$ cat config.mk
export PLATFORM = sky130hd
export DESIGN_NAME = serial_scrambler
export DESIGN_NICKNAME = d
export VERILOG_FILES = /design/src/rtl/scrambler_pkg.sv /design/src/rtl/scrambler_lfsr.sv /design/src/rtl/serial_scrambler.sv
export SDC_FILE = /design/constraint.sdc
export NUM_CORES = 1
export LEC_CHECK = 0
export CORE_AREA = 2 2 63 53
export DETAILED_ROUTE_END_ITERATION = 6
export DIE_AREA = 0 0 65 55
export PLACE_DENSITY = 0.72
export SKIP_CTS_REPAIR_TIMING = 1
export SYNTH_ARGS = -nofsm -noshare
export SYNTH_HDL_FRONTEND = slang
export SYNTH_SLANG_ARGS = --single-unit
$ cat constraint.sdc
create_clock -name clk -period 1.7 [get_ports clk]
set_input_delay 0.34 -clock clk [delete_from_list [all_inputs] [get_ports clk]]
set_output_delay 0.34 -clock clk [all_outputs]
set_load 0.01 [all_outputs]
$ cat src/rtl/scrambler_pkg.sv
// =============================================================================
// Module  : scrambler_pkg
// Brief   : Shared taps, widths, seed and FSM type for the x^15+x^14+1
//           scrambler/descrambler pair.
// Revision: 1.0 - initial release
// =============================================================================
`default_nettype none

package scrambler_pkg;

    localparam int LFSR_W = 15;
    localparam int TAP_A  = 14;
    localparam int TAP_B  = 13;

    localparam logic [LFSR_W-1:0] DEFAULT_SEED = 15'h7FFF;

    typedef enum logic [0:0] {
        IDLE  = 1'b0,
        SHIFT = 1'b1
    } state_t;

    // One scrambling step; the descrambler applies the same function to the
    // received bit, which is what makes the pair self-synchronising.
    function automatic logic scramble_bit(input logic d, input logic [LFSR_W-1:0] s);
        return d ^ s[TAP_A] ^ s[TAP_B];
    endfunction

endpackage

`default_nettype wire

$ cat src/rtl/scrambler_lfsr.sv
// =============================================================================
// Module  : scrambler_lfsr
// Brief   : 15-bit scrambler state register with seed load and single-bit
//           step; the scrambled bit is fed back as the newest state bit.
// Revision: 1.0 - initial release
// =============================================================================
`default_nettype none

module scrambler_lfsr
    import scrambler_pkg::*;
#(
    parameter logic [LFSR_W-1:0] SEED = DEFAULT_SEED
) (
    input  logic              clk,
    input  logic              rst,
    input  logic              d,
    input  logic              step,
    input  logic              load,
    output logic              o,
    output logic [LFSR_W-1:0] state
);

    logic [LFSR_W-1:0] r_s;

    assign o     = scramble_bit(d, r_s);
    assign state = r_s;

    always_ff @(posedge clk) begin
        if (!rst) begin
            r_s <= SEED;
        end else if (load) begin
            r_s <= SEED;
        end else if (step) begin
            r_s <= {r_s[LFSR_W-2:0], o};
        end
    end

endmodule

`default_nettype wire

$ cat src/rtl/serial_scrambler.sv
// =============================================================================
// Module  : serial_scrambler
// Brief   : Byte-in, bit-out self-synchronising scrambler (x^15+x^14+1),
//           MSB first, with back-to-back byte acceptance on the last bit.
// Revision: 1.0 - initial release
// =============================================================================
`default_nettype none

module serial_scrambler
    import scrambler_pkg::*;
#(
    parameter logic [LFSR_W-1:0] SEED   = DEFAULT_SEED,
    parameter int                DATA_W = 8
) (
    input  logic              clk,
    input  logic              rst,
    input  logic              enable,
    input  logic              seed_load,
    input  logic [DATA_W-1:0] din,
    input  logic              din_valid,
    output logic              din_ready,
    output logic              scrambled_out,
    output logic              out_valid,
    output logic [LFSR_W-1:0] dout,
    output logic              busy
);

    localparam int               c_cnt_w = $clog2(DATA_W);
    localparam logic [c_cnt_w-1:0] c_last = c_cnt_w'(DATA_W - 1);

    state_t              r_state;
    state_t              w_state_next;
    logic [DATA_W-1:0]   r_sh;
    logic [c_cnt_w-1:0]  r_bit_cnt;
    logic                r_scrambled;
    logic                r_out_valid;

    logic                w_last;
    logic                w_din_ready;
    logic                w_accept;
    logic                w_step;
    logic                w_load;
    logic                w_lfsr_o;
    logic [LFSR_W-1:0]   w_lfsr_state;

    scrambler_lfsr #(
        .SEED (SEED)
    ) u_lfsr (
        .clk   (clk),
        .rst   (rst),
        .d     (r_sh[DATA_W-1]),
        .step  (w_step),
        .load  (w_load),
        .o     (w_lfsr_o),
        .state (w_lfsr_state)
    );

    always_ff @(posedge clk) begin
        if (!rst) begin
            r_state <= IDLE;
        end else begin
            r_state <= w_state_next;
        end
    end

    always_comb begin
        w_state_next = r_state;
        w_last       = (r_bit_cnt == c_last);
        // Ready on the last bit lets the next byte follow with no idle cycle.
        w_din_ready  = rst & enable & ~seed_load &
                       ((r_state == IDLE) | ((r_state == SHIFT) & w_last));
        w_accept     = din_valid & w_din_ready;
        w_step       = enable & (r_state == SHIFT);
        w_load       = enable & seed_load & (r_state == IDLE);

        case (r_state)
            IDLE: begin
                if (w_accept) begin
                    w_state_next = SHIFT;
                end
            end
            SHIFT: begin
                if (enable && w_last && !w_accept) begin
                    w_state_next = IDLE;
                end
            end
            default: begin
                w_state_next = IDLE;
            end
        endcase
    end

    always_ff @(posedge clk) begin
        if (!rst) begin
            r_sh        <= '0;
            r_bit_cnt   <= '0;
            r_scrambled <= 1'b0;
            r_out_valid <= 1'b0;
        end else if (!enable) begin
            r_out_valid <= 1'b0;
        end else begin
            r_out_valid <= w_step;
            if (w_step) begin
                r_scrambled <= w_lfsr_o;
                r_sh        <= {r_sh[DATA_W-2:0], 1'b0};
                r_bit_cnt   <= r_bit_cnt + 1'b1;
            end
            // A new byte overrides the shift of the finishing one.
            if (w_accept) begin
                r_sh      <= din;
                r_bit_cnt <= '0;
            end else if (w_step && w_last) begin
                r_bit_cnt <= '0;
            end
        end
    end

    assign din_ready     = w_din_ready;
    assign scrambled_out = r_scrambled;
    assign out_valid     = r_out_valid;
    assign dout          = w_lfsr_state;
    assign busy          = (r_state == SHIFT);

endmodule

`default_nettype wire

; Word-level counts from Yosys, hierarchy flattened
; Index checks and enable logic that the tools add are counted.
[op_classes]
add_sub_neg = 1
mul = 0
div = 0
n_lt_le_gt_ge = 0
eq_ne = 1
shifts = 0
mux = 8
bitwise_logic = 14
reduce_logical = 11
[op_table]
columns = op, count
row1 = $mux W8, 2
row2 = $mux W3, 3
row3 = $and A1 B1 Y1, 8
row4 = $reduce_and A2 Y1, 4
row5 = $add A3 B1 Y3 const B, 1
row6 = $eq A3 B3 Y1 const B, 1
row7 = $logic_and A1 B1 Y1, 3
row8 = $not A1 Y1, 3
row9 = $reduce_bool A3 Y1, 1
row10 = $mux W1, 2
row11 = $pmux W1 S2, 1
row12 = $reduce_bool A2 Y1, 1
row13 = $reduce_or A2 Y1, 1
row14 = $xor A1 B1 Y1, 2
row15 = $logic_not A1 Y1, 1
row16 = $or A1 B1 Y1, 1
[totals]
ff_bits = 29
latchBits = 0
mem_bits_rw = 0
mem_bits_ro = 0
input_bits = 13
out_inout_bits = 19
wordCells = 41
n_memories = 0

; Longest topological paths before layout
[logic_depth]
word_depth = 9
depth_mapped = 7

; By module
; Synthesis repeated with hierarchy kept, for this count alone.
[hier_totals]
cells_unflattened = 135
area_unflattened_um2 = 1322.5
[modules_own_cells]
columns = module, n_inst, cells_per_inst, area_each_um2, seq_area_each_um2
row1 = serial_scrambler, 1, 83, 749.5, 280.3
row2 = scrambler_lfsr, 1, 52, 573.0, 300.3

; Worst setup path before layout
; No wires, ideal clock.
[synth_path]
path_kind = reg2reg
from = reg r_bit_cnt[0]
to = reg r_bit_cnt[2]
setup_time_ns = 0.116
t_arrival_ns = 1.527
required_ns = 1.584
setup_slack_ns = 0.057
path_stages_with_launch = 8
cell_sequence = dfxtp_1 > ha_1 > ha_1 > nor2b_4 > buf_6 > or3b_4 > buf_6 > and3_1
[synth_between]
elab_chain_cells = 7
elab_cells_between_ends = 12
classes_between = add/sub (1) / eq/ne (1) / mux (3) / bitwise (4) / reduce/logical (3)
[synth_rtl]
columns = element, line
row1 = from (decl), serial_scrambler.sv:34  ; logic [c_cnt_w-1:0] r_bit_cnt;
row2 = from (signal assigned), serial_scrambler.sv:106  ; r_bit_cnt <= r_bit_cnt + 1'b1;
row3 = $eq A3 B3 Y1, serial_scrambler.sv:68  ; w_last = (r_bit_cnt == c_last);
row4 = $and A1 B1 Y1, serial_scrambler.sv:71  ; ((r_state == IDLE) | ((r_state == SHIFT) & w_last));
row5 = $or A1 B1 Y1, serial_scrambler.sv:71
row6 = $and A1 B1 Y1, serial_scrambler.sv:70  ; w_din_ready = rst & enable & ~seed_load &
row7 = $and A1 B1 Y1, serial_scrambler.sv:72  ; w_accept = din_valid & w_din_ready;
row8 = $reduce_bool A3 Y1 (no source line), --
row9 = $reduce_and A2 Y1 (no source line), --
; Parallel ways exist; a longest one is shown, timed or not. The select of a mux whose other input is x is not followed.
; A chain may end at the register's enable or synchronous reset.

; Worst setup path in the final report
[layout_path]
from = reg r_bit_cnt[0]
to = out din_ready
[layout_between]
elab_chain_cells = 4
[layout_rtl]
columns = element, line
row1 = $eq A3 B3 Y1, serial_scrambler.sv:68
row2 = $and A1 B1 Y1, serial_scrambler.sv:71
row3 = $or A1 B1 Y1, serial_scrambler.sv:71
row4 = $and A1 B1 Y1, serial_scrambler.sv:70
row5 = to (decl), serial_scrambler.sv:21  ; output logic din_ready,
; No other way between the ends.

==> flow_metrics.tcl <==
set metrics [dict create \
    netlist-cell-type-count 25 \
    cts_root_buf "clkbuf_8" \
    wl_mm 2.86 \
    antenna_found_initial 0 \
    timing.final.ws_setup_ns -0.0237 \
    grt_max_degree 17 \
    violations "setup timing" \
    post-place-ws_ns -0.300 \
    num_vias 1105 \
    grt_usage 0.175 \
    cts_sinks 29 \
    port-buffer-count 31 \
    first_pass_iters 4 \
    die-area_um2 3580 \
    synth.area.top_cells "dfxtp_1, nand2_1, nand3_1" \
    cp.required_ns 1.36 \
    fin_util 0.595 \
    end_kind "primary output" \
    syn-instance-count 138 \
    synth_seq_cells 29 \
    drc 0 \
    synth_nets 153 \
    area_growth_pct 45.6 \
    hpwl_mm 1.88 \
    grt_pass1_wl_mm 4.66 \
    finalSetupViolCount 1 \
    num_io_pins 32 \
    insertion_delay_ns 0.28 \
    wire_per_inst_um 12.8 \
    cts_max_level 2 \
    fin_worst_skew_ns 0.00755 \
    rsz0062_at_grt "yes" \
    synth_top_area_cell "dfxtp_1" \
    worst-setup-path-type "flip-flop to primary output" \
    slew_viol_final 0 \
    fmax_mhz 580 \
    holdCritStartpoint "r_sh[4]" \
    period_needed_ns 1.72 \
    crit_fanout 2 \
    fp.coreArea_um2 2950 \
    cts_tree "done" \
    slew_headroom 0.771 \
    die-width_um 65 \
    ir_drop_mv 0.489 \
    fin_crit_sh 1.01 \
    fp-row-count 18 \
    finalHoldViolCount 0 \
    cap_violations 0 \
    drtIter0Drc 41 \
    grt_pass1_vias 1035 \
    hold_path_class "flip-flop to flip-flop" \
    synth_area_per_cell_um2 8.73 \
    cts_made_buffers 5 \
    rrSetupSlack_ns 0.06 \
    clockBufferDepth 2 \
    antenna_cells 0 \
    yosysWarnings 0 \
    outcome "complete, but fails checks" \
    die_h_um 55 \
    overflow 0 \
    startpoint "r_bit_cnt[0]" \
    ys_seq_area_frac 0.482 \
    power.density_nw_per_um2 795 \
    cp-start-kind "flip-flop" \
    start_util 0.408 \
    syn_area_um2 1200 \
    rr_startpoint "r_bit_cnt[0]" \
    synth_top_area_frac 0.482 \
    p_leak_nw 0.769 \
    ant_nets 0 \
    vias_per_cell 4.93 \
    clk_pin_slew_ns 0.07 \
    worstMarginPinSlew_ns 0.340 \
    gp_routability_congestion 0.746 \
    fillers 268 \
    layout.nets 198 \
    critPathArrivalTime_ns 1.38 \
    drive_gt1_frac 0.190 \
]
==> placed cells by master (no fill, tap or decap) <==
cell and count:
o21ai_1 1, o31ai_1 7, clkdlybuf4s50_1 30, or3b_4 1, and3_1 4, nor2b_4 1
clkinvlp_4 1, clkbuf_8 5, nand3_1 14, inv_1 1, xnor3_1 1, buf_12 1
and2_0 1, nand2_1 47, dfxtp_1 27, and2_1 1, a31oi_1 7, o2111ai_1 1
ha_4 2, dfxtp_2 2, nor2_1 2, nand3b_1 1, mux2_2 3, clkinv_2 2
a21boi_1 1, nor4bb_1 1, nand3b_4 1, o21a_1 2, buf_2 1, buf_4 15
==> metrics by stage <==
step           hold WS, ns  cells  total power [mW]  area, um2  setup TNS [ns]
2_1_floorplan        0.448    138             0.779       1200               0
5_1_grt              0.502    224              1.45       1750         -0.0953
3_5_place_dp         0.468    215             0.856       1640           -1.01
3_3_place_gp         0.456    215             0.853       1640          -0.746
6_report             0.475    224              1.39       1750         -0.0237
4_1_cts              0.481    223              1.40       1720          -0.508
==> sequential cells by signal, summed over array words and instances (netlist names) <==
register,cells
r_sh,8
u_lfsr.state,15
r_bit_cnt,3
scrambled_out,1
out_valid,1
busy,1
==> synthesized netlist by cell type, drive strengths merged <==
master,number
o21a,2
and3,4
xnor3,1
o31ai,7
or3b,1
mux2,3
clkbuf,4
dfxtp,29
nor2,2
a21boi,1
nand3,14
a31oi,7
inv,1
nor4bb,1
nand3b,2
o2111ai,1
nand2,47
buf,5
nor2b,1
ha,2
o21ai,1
and2,2
==> logic make-up (layout without fill, tap and decap cells) <==
family,count (synthesis),after routing,share of synthesized area
buf+inv,10,56,0.0467
simple gates,74,74,0.294
compound gates,19,19,0.110
fa+ha+maj,2,2,0.0208
mux,3,3,0.0280
flops,29,29,0.482
xor+xnor,1,1,0.0187
==> report_power, final <==
part	switching, mW	leakage (nW)	internal (mW)	total, mW
clock network	0.270	0.0439	0.282	0.552
registers	0.00947	0.236	0.694	0.704
logic	0.0596	0.489	0.0796	0.139
total	0.339	0.769	1.06	1.39
==> per-layer routing <==
metal	GRT usage	routed length, um	up-vias	share of wire
met5	0	0	-	0
met3	0.0668	92	6	0.032
met4	0.0638	70	0	0.024
li1	-	-	559	-
met2	0.296	1410	18	0.49
met1	0.208	1280	522	0.45
==> path summary, 6_finish.rpt <==
path	to	cells after the start
max	din_ready	5
min	r_sh[5]	2
max reg2reg	r_bit_cnt[1]	6
min reg2reg	r_sh[5]	2
==> worst max-delay path: stages, from the launching register on <==
cell      delay (ns)
dfxtp_2         0.36
ha_4            0.15
ha_4            0.14
nor2b_4         0.04
nor4bb_1        0.24
buf_2           0.17
==> cell type report <==
class / instances / area (um2) / area share
Clock buffer: 5 / 68.8 / 0.0392
Clock inverter: 3 / 17.5 / 0.00999
Inverter: 1 / 3.75 / 0.00214
Multi-Input combinational cell: 99 / 593 / 0.338
Sequential cell: 29 / 583 / 0.332
Tap cell: 40 / 50.0 / 0.0285
Timing Repair Buffer: 47 / 438 / 0.250
No activity file was read; power rests on OpenSTA's default activity.
